`config.mk`:
```
export PLATFORM = sky130hd
export DESIGN_NAME = if_fetch
export DESIGN_NICKNAME = d
export VERILOG_FILES = /design/src/rtl/if_fetch.sv
export SDC_FILE = /design/constraint.sdc
export NUM_CORES = 1
export LEC_CHECK = 0
export BUFFER_PORTS_ARGS = -buffer_cell sky130_fd_sc_hd__buf_2
export CORE_MARGIN = 5
export CORE_UTILIZATION = 24
export DETAILED_ROUTE_END_ITERATION = 7
export SYNTH_ARGS = -nofsm -noshare
export SYNTH_HDL_FRONTEND = slang
export SYNTH_SLANG_ARGS = --single-unit
```
`constraint.sdc`:
```
create_clock -name clk_i -period 1.9 [get_ports clk_i]
set_input_delay 0.19 -clock clk_i [delete_from_list [all_inputs] [get_ports clk_i]]
set_output_delay 0.19 -clock clk_i [all_outputs]
set_load 0.05 [all_outputs]
```
`src/rtl/if_fetch.sv`:
```
// Instruction-fetch front end: owns the PC, handshakes with instruction memory and presents
// {pc, instr, flush} to the enable-less IF/ID register. Define IF_FETCH_SKID_EN for the one-entry skid buffer.
module if_fetch #(
  parameter logic [31:0] RESET_PC = 32'h0000_0000
) (
  input  logic        clk_i,
  input  logic        rst_i,
  output logic        imem_req_o,
  output logic [31:0] imem_addr_o,
  input  logic        imem_ack_i,
  input  logic [31:0] imem_data_i,
  input  logic        stall_i,
  input  logic        redirect_i,
  input  logic [31:0] redirect_pc_i,
  output logic [31:0] pc_o,
  output logic [31:0] instr_o,
  output logic        flush_o
);

  typedef enum logic [1:0] {BOOT, FETCH, FULL} state_t;

  state_t      state;
  logic [31:0] fetch_pc;
  logic        out_v;
  logic [31:0] out_pc;
  logic [31:0] out_instr;
  logic        xfer;
  logic        full_next;
  logic        req_block;

`ifdef IF_FETCH_SKID_EN
  logic        buf_v;
  logic [31:0] buf_pc;
  logic [31:0] buf_instr;

  assign full_next = buf_v || (xfer && out_v);
  assign req_block = 1'b0;
`else
  // Without a skid entry a stalled, valid output has nowhere to put a new word.
  assign full_next = out_v || xfer;
  assign req_block = out_v && stall_i;
`endif

  assign imem_req_o  = (state == FETCH) && !redirect_i && !rst_i && !req_block;
  assign xfer        = imem_req_o && imem_ack_i;
  assign imem_addr_o = fetch_pc;
  assign pc_o        = out_v ? out_pc : 32'd0;
  assign instr_o     = out_v ? out_instr : 32'd0;
  assign flush_o     = rst_i || redirect_i || !out_v;

  always_ff @(posedge clk_i) begin
    if (rst_i) begin
      state     <= BOOT;
      fetch_pc  <= RESET_PC;
      out_v     <= 1'b0;
      out_pc    <= 32'd0;
      out_instr <= 32'd0;
`ifdef IF_FETCH_SKID_EN
      buf_v     <= 1'b0;
      buf_pc    <= 32'd0;
      buf_instr <= 32'd0;
`endif
    end else if (redirect_i) begin
      state    <= FETCH;
      fetch_pc <= redirect_pc_i & ~32'h3;
      out_v    <= 1'b0;
`ifdef IF_FETCH_SKID_EN
      buf_v    <= 1'b0;
`endif
    end else begin
      if (xfer) fetch_pc <= fetch_pc + 32'd4;

      if (!stall_i) begin
`ifdef IF_FETCH_SKID_EN
        // The skid entry is older than anything arriving now, so it drains first.
        if (buf_v) begin
          out_v     <= 1'b1;
          out_pc    <= buf_pc;
          out_instr <= buf_instr;
          buf_v     <= xfer;
          if (xfer) begin
            buf_pc    <= fetch_pc;
            buf_instr <= imem_data_i;
          end
        end else
`endif
        if (xfer) begin
          out_v     <= 1'b1;
          out_pc    <= fetch_pc;
          out_instr <= imem_data_i;
        end else begin
          out_v <= 1'b0;
        end
      end else if (xfer) begin
        if (!out_v) begin
          out_v     <= 1'b1;
          out_pc    <= fetch_pc;
          out_instr <= imem_data_i;
        end
`ifdef IF_FETCH_SKID_EN
        else begin
          buf_v     <= 1'b1;
          buf_pc    <= fetch_pc;
          buf_instr <= imem_data_i;
        end
`endif
      end

      case (state)
        BOOT:    state <= FETCH;
        FETCH:   if (stall_i && full_next) state <= FULL;
        FULL:    if (!stall_i) state <= FETCH;
        default: state <= BOOT;
      endcase
    end
  end

endmodule

```
==> results.md <==
* Starting utilization of the core area at between 20% and 30%
* Horiz. Die Dim at 146 µm
* DRT iter0 DRCs at 212
* Post-synthesis sequential area ratio at 42.9%
* Number of buffers inserted during clock tree synthesis at 9
* Final Routed Wirelength at 15.3 mm
* # port buffers at 160
* Level count of the clock H-tree at 3
* Headroom to the max-slew limit at roughly three fifths
* Wire length of the first global-routing pass at ~25 mm
* Clock tree root driver cell: sky130_fd_sc_hd__clkbuf_16
* Final design utilization at about a third
* Clock tree buffer depth at 2
* Cell leakage power at 2.57 nW
* Worst Setup Start Kind: register
* Count of different cell masters after synthesis at 42
* Reg clk slew, reported paths at 0.07 ns
* Total of warnings raised by yosys at 0
* Outcome: finished clean
* Number of flip-flops and latches in the synthesized netlist at 95
* CP Data Required Time at 2.17 ns
* Kind of capture point of the worst setup path: register
* Register-to-Register Setup Slack at 0.009 ns
* Tightest Pin Transition at approximately 0.61 ns
* Largest net degree at the start of global routing at 66
* Routed len/inst at 15.4 µm
* Final count of hold timing violations at 0
* Total of endpoints with negative setup slack in the final report at 0
* Most frequent cells in the layout: sky130_fd_sc_hd__buf_2 (159), sky130_fd_sc_hd__nand2_1 (148), sky130_fd_sc_hd__a21oi_1 (74)
* Standard cell core area at 18100 µm²
* # IOs at 167
* Final total power at 4.60 mW
* Number of remaining DRC errors at 0
* Number of instances in the synthesized netlist at 580
* Area of the die at 21300 µm²
* Cell area after technology mapping at 4430 µm²
* Final period utilization at 99.5%
* Fraction of final layout cells sized beyond drive strength 1 at ~36%
* Clock latency on the worst-skew pair at around 0.35 ns
* Type of the worst setup path: register to register
* Number of synthesized flops with an enable pin at 0
* Height of the chip at 146 µm
* Residual antenna-violating net count after detailed routing at 0
* Antenna violations before repair at 0
* Crit path to: imem_addr_o[30]$_SDFFE_PP0P_
* Number of max-cap violations at 0
* Number of diodes at 0
* Half-perimeter wire length of the detailed placement result at 11.1 mm
* Maximum VDD drop at 0.452 mV
* R2r endpoint: imem_addr_o[30]$_SDFFE_PP0P_
* Slew Limit Fails at 0
* Global-route usage over all layers at between 10% and 20%
* Share of flip-flops with an asynchronous set or reset after synthesis at 0%
* Area growth from synthesis to final layout at 40.4%
* Vias per inst at 4.61
* Via count of the routed design at 4574
* Fin crit period at 1.89 ns
* Fin Clk Skew at 0.00822 ns
* Worst setup path startpoint: imem_addr_o[11]$_SDFFE_PP0P_
* Power density relative to cell area at around 740 nW/µm²
* Data arrival time of the critical path at 2.16 ns
* Main flop type after synthesis: sky130_fd_sc_hd__dfxtp_1
* Number of nets in the layout at 829
* Startpoint of the worst register-to-register path: imem_addr_o[11]$_SDFFE_PP0P_
* Unrepaired setup endpoints after global routing: yes
* Peak Freq at 529 MHz
* Drt first pass iters at 4
* Number of clock sinks at 95
* Avg Inst Size Synth at 7.65 µm²
* Cell area reported after detailed placement at 5840 µm²
* Number of rows created at floorplan at 49
* Critical path peak fanout at 4
* CTS tree: yes
* Reg2Reg Depth at 5
* Final design area excluding fillers at 6220 µm²
* Type of the worst min-delay path: primary input to register
* Routability cong. at 0.894
* Most common library cell in the layout ignoring fill and taps: sky130_fd_sc_hd__buf_2
* Global-route congestion overflow total at 0
* Worst Hold Path Cells at 3
* Sum Neg Setup Slack at 0 ns
* Number of global-route vias before repair at 4568
-- per-layer routing --
metal  vias to the layer above  global-route usage [%]  share of wire [%]
met5                         -                       0                  0
met4                         0                    5.03                2.0
met3                        20                    3.96                6.5
met2                       124                    22.9                 46
met1                      2118                    18.4                 45
li1                       2312                       -                  -
-- synth_stat cells, types with 2 or more instances --
master                     instances  area share [%]
sky130_fd_sc_hd__and3_1            6            0.85
sky130_fd_sc_hd__or3_1             9             1.3
sky130_fd_sc_hd__o31a_1            2            0.40
sky130_fd_sc_hd__xnor2_1          14             2.8
sky130_fd_sc_hd__o211ai_1          3            0.51
sky130_fd_sc_hd__nand3_1           7            0.79
sky130_fd_sc_hd__and2_1           66             9.3
sky130_fd_sc_hd__nor3_1            6            0.68
sky130_fd_sc_hd__buf_1             2            0.17
sky130_fd_sc_hd__a211oi_1         13             2.2
sky130_fd_sc_hd__o21ai_0           6            0.68
sky130_fd_sc_hd__or4_4             2            0.51
sky130_fd_sc_hd__xor2_1            5            0.99
sky130_fd_sc_hd__nor2_1           20             1.7
sky130_fd_sc_hd__nand4_1           9             1.3
sky130_fd_sc_hd__buf_4             5            0.85
sky130_fd_sc_hd__clkbuf_1         41             3.5
sky130_fd_sc_hd__dfxtp_1          95              43
sky130_fd_sc_hd__o22ai_1           4            0.56
sky130_fd_sc_hd__a311oi_1          4            0.79
sky130_fd_sc_hd__o311ai_0          3            0.59
sky130_fd_sc_hd__nand2_1         149              13
sky130_fd_sc_hd__inv_1             3            0.25
sky130_fd_sc_hd__a21oi_1          74             8.4
sky130_fd_sc_hd__a31oi_1           7            0.99
sky130_fd_sc_hd__and4_1            3            0.59
sky130_fd_sc_hd__nor4_1            7            0.99
-- how the worst min path moves through the flow --
stage                                from                         end  slack [ns]
final                      imem_data_i[5]   out_instr[5]$_SDFFE_PP0P_        0.07
after global routing      imem_data_i[15]  out_instr[15]$_SDFFE_PP0P_        0.07
after detailed placement  imem_data_i[10]  out_instr[10]$_SDFFE_PP0P_        0.44
after global placement     imem_data_i[5]   out_instr[5]$_SDFFE_PP0P_        0.43
after CTS                  imem_data_i[5]   out_instr[5]$_SDFFE_PP0P_        0.05
after floorplan                   stall_i       state[1]$_SDFFE_PP0P_        0.31
-- cell families (layout without fill, tap and decap cells) --
kind of cell	count (synthesis)	in the layout	share of synthesized area, %
AND/OR/NAND/NOR	294	294	32.7
other	1	4	0.0846
AO/OA/AOI/OAI	118	118	15.4
XOR/XNOR	19	19	3.75
flip-flops	95	95	42.9
adder cells (fa/ha/maj)	1	1	0.282
buffers and inverters	52	233	4.83
-- state kept, by name, indices dropped and copies added, names as in the netlist --
register     flops
out_v            1
imem_addr_o     30
state            2
out_instr       32
out_pc          30
-- cell type report --
type | count | area (µm²)
Inverter | 4 | 15.0
Clock buffer | 13 | 272
Clock inverter | 3 | 23.8
Fill cell | 1966 | 11900
Sequential cell | 95 | 1980
Timing Repair Buffer | 213 | 1250
Multi-Input combinational cell | 436 | 2390
Tap cell | 229 | 287
-- report_power, final --
| part | switching, mW | internal (mW) |
|---|---|---|
| logic | 0.441 | 0.220 |
| clock network | 0.832 | 1.01 |
| registers | 0.0469 | 2.05 |
-- through the flow --
stage	instances	setup WS [ns]	hold slack, ns
6_report	993	0.00885	0.0710
5_1_grt	993	-0.0591	0.0693
4_1_cts	991	0.00780	0.0544
3_5_place_dp	975	-0.162	0.438
3_3_place_gp	975	-0.123	0.432
2_1_floorplan	583	-0.101	0.306
-- repair_timing --
action,in CTS,in global routing
endpoints found under the setup margin,8,84
resized for setup,3,12
hold buffers,0,0
pin swaps,2,6
setup buffers,0,2
-- worst max-delay path, cell delays in order (launching register included) --
cell,delay (ns)
sky130_fd_sc_hd__dfxtp_4,0.37
sky130_fd_sc_hd__and3_4,0.23
sky130_fd_sc_hd__nand3_4,0.07
sky130_fd_sc_hd__or4_4,0.56
sky130_fd_sc_hd__or3_1,0.34
sky130_fd_sc_hd__a311oi_2,0.25
Power figures use the tool's default switching activity.
